<file path="src/rtl/sample_delay_line.sv">
// Circular sample history for the FIR/equalizer datapath: RAM-backed frame store with
// interleaved-channel staging, tap-addressed registered reads, optional folded read and a zeroing flush.
module sample_delay_line #(
    parameter int DATA_W   = 16,
    parameter int TAPS     = 64,
    parameter int CHANNELS = 1,
    parameter int FOLD     = 0,
    localparam int TAP_W   = $clog2(TAPS),
    localparam int CH_W    = (CHANNELS > 1) ? $clog2(CHANNELS) : 1,
    localparam int WORD_W  = CHANNELS * DATA_W
) (
    input  logic              clk,
    input  logic              rst,
    input  logic              i_valid,
    input  logic [DATA_W-1:0] i_sample,
    output logic              o_ready,
    output logic              o_frame_done,
    input  logic              i_flush,
    output logic              o_busy,
    input  logic              i_rd_en,
    input  logic [CH_W-1:0]   i_rd_channel,
    input  logic [TAP_W-1:0]  i_rd_tap,
    output logic              o_rd_valid,
    output logic [DATA_W-1:0] o_data,
    output logic [DATA_W-1:0] o_data_mirror
);
    typedef enum logic {S_FLUSH, S_RUN} state_t;

    localparam logic [TAP_W-1:0] LAST_ADDR = TAP_W'(TAPS - 1);
    localparam logic [TAP_W-1:0] TAP_ONE   = TAP_W'(1);
    localparam logic [CH_W-1:0]  LAST_CH   = CH_W'(CHANNELS - 1);

    state_t             state;
    logic [TAP_W-1:0]   sweep;
    logic [TAP_W-1:0]   wr_ptr;
    logic [CH_W-1:0]    ch_cnt;
    logic               accept;
    logic               commit;
    logic               mem_we;
    logic [TAP_W-1:0]   mem_waddr;
    logic [WORD_W-1:0]  mem_wdata;
    logic [WORD_W-1:0]  commit_word;
    logic [WORD_W-1:0]  mem [TAPS];
    logic [TAP_W-1:0]   rd_addr;
    logic [WORD_W-1:0]  rd_word;
    logic [CH_W-1:0]    rd_ch;
    logic               rd_fire;

    assign o_ready = (state == S_RUN);
    assign o_busy  = (state == S_FLUSH);

    always_comb begin
        accept    = (state == S_RUN) && i_valid && !i_flush;
        commit    = accept && (ch_cnt == LAST_CH);
        mem_we    = (state == S_FLUSH) || commit;
        mem_waddr = (state == S_FLUSH) ? sweep : wr_ptr;
        mem_wdata = (state == S_FLUSH) ? '0 : commit_word;
        rd_addr   = wr_ptr - i_rd_tap - TAP_ONE;
        rd_fire   = (state == S_RUN) && i_rd_en;
    end

    // Channels 0..CHANNELS-2 wait in staging; the last channel completes the word directly.
    if (CHANNELS > 1) begin : g_stage
        logic [(CHANNELS-1)*DATA_W-1:0] staging;

        always_ff @(posedge clk or posedge rst) begin
            if (rst) begin
                staging <= '0;
            end else if (state == S_FLUSH) begin
                staging <= '0;
            end else if (accept && !commit) begin
                for (int c = 0; c < CHANNELS - 1; c++) begin
                    if (ch_cnt == CH_W'(c)) staging[c*DATA_W +: DATA_W] <= i_sample;
                end
            end
        end

        assign commit_word = {i_sample, staging};
    end else begin : g_nostage
        assign commit_word = i_sample;
    end

    always_ff @(posedge clk or posedge rst) begin
        if (rst) begin
            state        <= S_FLUSH;
            sweep        <= '0;
            wr_ptr       <= '0;
            ch_cnt       <= '0;
            o_frame_done <= 1'b0;
        end else begin
            o_frame_done <= commit;
            case (state)
                S_FLUSH: begin
                    if (i_flush) begin
                        sweep <= '0;
                    end else if (sweep == LAST_ADDR) begin
                        state  <= S_RUN;
                        sweep  <= '0;
                        wr_ptr <= '0;
                        ch_cnt <= '0;
                    end else begin
                        sweep <= sweep + TAP_ONE;
                    end
                end
                S_RUN: begin
                    if (i_flush) begin
                        state  <= S_FLUSH;
                        sweep  <= '0;
                        ch_cnt <= '0;
                    end else if (commit) begin
                        wr_ptr <= wr_ptr + TAP_ONE;
                        ch_cnt <= '0;
                    end else if (accept) begin
                        ch_cnt <= ch_cnt + CH_W'(1);
                    end
                end
                default: state <= S_FLUSH;
            endcase
        end
    end

    // NOTE: the storage array has no reset so it maps onto block RAM; the flush sweep zeroes it instead.
    always_ff @(posedge clk) begin
        if (mem_we) mem[mem_waddr] <= mem_wdata;
    end

    // Reads sample mem before this edge's write lands, giving read-before-write on a commit.
    always_ff @(posedge clk or posedge rst) begin
        if (rst) begin
            o_rd_valid <= 1'b0;
            rd_word    <= '0;
            rd_ch      <= '0;
        end else begin
            o_rd_valid <= rd_fire;
            if (rd_fire) begin
                rd_word <= mem[rd_addr];
                rd_ch   <= i_rd_channel;
            end
        end
    end

    always_comb begin
        o_data = '0;
        for (int c = 0; c < CHANNELS; c++) begin
            if (rd_ch == CH_W'(c)) o_data = rd_word[c*DATA_W +: DATA_W];
        end
    end

    if (FOLD != 0) begin : g_fold
        logic [TAP_W-1:0]  mirror_addr;
        logic [WORD_W-1:0] rd_word_m;

        assign mirror_addr = wr_ptr + i_rd_tap;

        always_ff @(posedge clk or posedge rst) begin
            if (rst) begin
                rd_word_m <= '0;
            end else if (rd_fire) begin
                rd_word_m <= mem[mirror_addr];
            end
        end

        always_comb begin
            o_data_mirror = '0;
            for (int c = 0; c < CHANNELS; c++) begin
                if (rd_ch == CH_W'(c)) o_data_mirror = rd_word_m[c*DATA_W +: DATA_W];
            end
        end
    end else begin : g_nofold
        assign o_data_mirror = '0;
    end
endmodule

</file>
<file path="config.mk">
export PLATFORM = sky130hd
export DESIGN_NAME = sample_delay_line
export DESIGN_NICKNAME = d
export VERILOG_FILES = /design/src/rtl/sample_delay_line.sv
export SDC_FILE = /design/constraint.sdc
export NUM_CORES = 1
export LEC_CHECK = 0
export ABC_CLOCK_PERIOD_IN_PS = 3000
export CELL_PAD_IN_SITES_DETAIL_PLACEMENT = 2
export CELL_PAD_IN_SITES_GLOBAL_PLACEMENT = 2
export CORE_AREA = 2 2 307 309
export CTS_BUF_LIST = sky130_fd_sc_hd__clkbuf_16
export CTS_CLUSTER_SIZE = 14
export DETAILED_ROUTE_END_ITERATION = 10
export DIE_AREA = 0 0 309 311
export PLACE_DENSITY_LB_ADDON = 0.1
export SLEW_MARGIN = 20
export SYNTH_ARGS = -nofsm -noshare
export SYNTH_HDL_FRONTEND = slang
export SYNTH_SLANG_ARGS = --single-unit
</file>
<file path="constraint.sdc">
create_clock -name clk -period 3 [get_ports clk]
set_input_delay 0.6 -clock clk [delete_from_list [all_inputs] [get_ports clk]]
set_output_delay 0.6 -clock clk [all_outputs]
set_load 0.1 [all_outputs]
</file>
==> out/metrics.yaml <==
outcome:
  status: "finished with violations"
  violations: "setup timing"
pwr:
  p_leak_nw: 17.9
  intPower_mw: 26.7
  clkPwrFrac_pct: 39.0
  power.total_mw: 36.2
  pwr-share-comb_pct: 16.0
  p_seq_share_pct: 45.0
  ir_drop_uv: 515
  p_switching_mw: 9.45
  swShare_pct: 26.1
  power_density_nw_per_um2: 707
synth:
  synth_top_family_by_area: "multiplexers"
  ys.flop_type: "edfxtp_1"
  ys_seq_elements: 1057
  yosysWarnings: 0
  muxShareOfSynthArea_pct: 15.9
  postSynth.asyncResetShare_pct: 3.12
  synth_fa_ha_area_share_pct: 0.260
  postSynthAreaPerCell_um2: 21.2
  synth-xor-area-share_pct: 0.314
  synthCells: 1954
  syn-cell-area_um2: 41400
  synth_compound_gate_area_share_pct: 1.60
  yosysUniqueCellTypes: 50
  synthSimpleGateAreaFrac_pct: 3.85
  synth-edff-count: 1024
  yosysSeqAreaShare_pct: 76.2
route:
  drt-pass1-iter-count: 5
  drt-vias-per-instance: 6.11
  drc: 0
  ant_nets: 0
  wl_per_cell_um: 37.8
  drt_iter0_drc: 2769
  vias: 22540
  routed_wl_um: 140000
setup_path:
  critical_path.max_stage_delay_ps: 860
  rr_worst_depth: 11
  r2r-end: "rd_word[3]$_DFFE_PP0P_"
  critPathLaunchType: "flop"
  r2r_start: "wr_ptr[0]$_DFFE_PP0P_"
  endpoint: "rd_word[3]$_DFFE_PP0P_"
  reg2reg_slack_ps: -390
  path_max_fanout: 6
  arrival_ps: 3950
  critical_path_class: "reg2reg"
  required_ps: 3560
  crit_start: "wr_ptr[0]$_DFFE_PP0P_"
  end_kind: "flop"
  worstPathCellList: "ha_4 -> fa_4 -> buf_12 -> buf_16 -> buf_6 -> mux4_2 -> nand2_2 -> a21oi_4 -> a311oi_2 -> buf_4 -> o311ai_1"
  cp_slowest_cell: "fa_4"
worst_hold_path:
  hold_path_class: "in2async"
run:
  cap_violations: 0
timing:
  max_freq_ghz: 0.295
  skew_ps: 37.6
  fin_crit_ps: 3390
  worst_pin_slew_ps: 820
  setup_ws_ps: -388
  final_max_slew_viol_count: 0
  finalHoldViolations: 0
  rsz0062_at_grt: "true"
  finalSetupViolCount: 16
  fin_tns_setup_ps: -5530
  post-route-period-util_pct: 113
  relSlewSlack_pct: 45.3
grt:
  grt_antenna_before_repair: 9
  grt_pass1_vias: 24083
  grt_use_total_pct: 29.4
  grt_pass1_wl_um: 195000
  grt_overflow: 0
  grt_max_degree: 65
cts:
  cts_tree: "yes"
  cts_max_path_buffers: 3
  cts_made_buffers: 113
  h-tree-depth: 3
  cts-root-buf: "clkbuf_16"
  clk_latency_ps: 720
  cts.sinks: 1057
  cts.clk_slew.worst_paths_ps: 70
place:
  gp_congestion: 0.856
  portBuffers: 47
  dp_hpwl_um: 85000
final_layout:
  diodes: 0
  layout_commonest_cell: "edfxtp_1"
  area_growth_syn_to_layout_pct: 23.6
  drive_gt1_share_pct: 39.0
  nets: 2378
  final_cell_mix: "1024 x edfxtp_1, 285 x mux4_2, 211 x buf_4"
die:
  ioPinCount: 64
  die_y_um: 311
  die_x_um: 309
  start_util_pct: 44.6
  coreArea_um2: 92800
  row_count: 112
  design.die.area_um2: 96100
## state kept, by name, indices dropped and copies added, names as in the netlist
name	cells
ch_cnt	1
mem	1024
o_frame_done	1
o_rd_valid	1
o_ready	1
rd_ch	1
rd_word	16
sweep	6
wr_ptr	6
## what timing repair did
action | in CTS | in global routing
setup endpoints to repair | 16 | 16
hold buffers | 0 | 0
setup buffers | 18 | 2
gates resized for setup | 90 | 37
pin swaps | 12 | 21
gates cloned | 9 | 3
## final cells by class
cell class	count	area, um2
Clock buffer	114	2850
Clock inverter	96	827
Fill cell	7728	41600
Inverter	11	41.3
Multi-Input combinational cell	784	9730
Sequential cell	1057	31600
Tap cell	1254	1570
Timing Repair Buffer	375	4580
## synth_stat cells (2+ instances only)
library cell | instances | area share, %
ha_1 | 7 | 0.21
and2_1 | 18 | 0.27
nand2b_1 | 15 | 0.23
nor2_1 | 92 | 0.83
nand2_1 | 135 | 1.2
a21oi_1 | 25 | 0.30
nand3b_1 | 5 | 0.091
o311ai_1 | 15 | 0.32
nand3_1 | 53 | 0.64
or3_1 | 4 | 0.060
a32oi_1 | 16 | 0.34
dfrtp_1 | 33 | 2.0
a311oi_1 | 15 | 0.32
buf_6 | 16 | 0.43
buf_1 | 3 | 0.027
edfxtp_1 | 1024 | 74
mux2i_1 | 15 | 0.36
nor3_1 | 3 | 0.036
inv_1 | 11 | 0.10
nor2b_1 | 17 | 0.26
o21ai_0 | 6 | 0.073
o31ai_1 | 3 | 0.054
mux2_2 | 2 | 0.054
buf_4 | 24 | 0.43
a21o_1 | 3 | 0.054
buf_2 | 27 | 0.33
nand4_1 | 3 | 0.045
xor2_1 | 6 | 0.13
clkbuf_1 | 45 | 0.41
xnor2_1 | 7 | 0.15
mux4_2 | 285 | 15
and3_1 | 3 | 0.045
## stage by stage
| step | setup slack (ps) | std cells | hold WS [ps] | instance area, um2 | util [%] |
|---|---|---|---|---|---|
| 3_5_place_dp | -1270 | 3451 | 530 | 46400 | 50.0 |
| 4_1_cts | -434 | 3688 | 231 | 50900 | 54.9 |
| 3_3_place_gp | -1270 | 3451 | 494 | 46400 | 50.0 |
| 5_1_grt | -450 | 3691 | 253 | 51200 | 55.2 |
| 6_report | -388 | 3691 | 248 | 51200 | 55.2 |
| 2_1_floorplan | -63.5 | 1969 | 459 | 41600 | - |
## critical path: cells and delay by family (launching register included)
family                     cells  cell delay (ps)
adders and majority gates      2             1060
and+or+nand+nor                1              110
AOI/OAI and AO/OA              3              550
muxes                          1              350
buffers and inverters          4              700
DFF                            1              460
## power by group through the flow
stage,Sequential [mW],Clock [mW],Combinational (mW)
detailed placement,16.6,0,4.96
finish,16.3,14.1,5.78
floorplan,16.4,0,2.90
CTS,16.3,14.3,5.64
global placement,16.6,0,4.86
global route,16.3,14.8,5.98
## metal layers
layer	wire length, um	vias up	global-route usage [%]
met4	4770	4	9.08
met3	10000	230	4.67
li1	-	8835	-
met5	27	-	0
met2	68900	1021	48.0
met1	55800	12450	41.0
## worst min-delay path by stage
stage,end,slack (ps)
2_1_floorplan,rd_word[0]$_DFFE_PP0P_,460
3_3_place_gp,ch_cnt$_DFFE_PP0P_,490
3_5_place_dp,ch_cnt$_DFFE_PP0P_,530
4_1_cts,wr_ptr[3]$_DFFE_PP0P_,230
5_1_grt,wr_ptr[1]$_DFFE_PP0P_,250
6_report,wr_ptr[3]$_DFFE_PP0P_,250
## kinds of logic after synthesis
kind of cell,Yosys count
compound gates,90
xor+xnor,14
fa+ha+maj,8
buf+inv,128
flops,1057
mux,302
other cells,1
simple gates,354
Power figures use the tool's default switching activity.
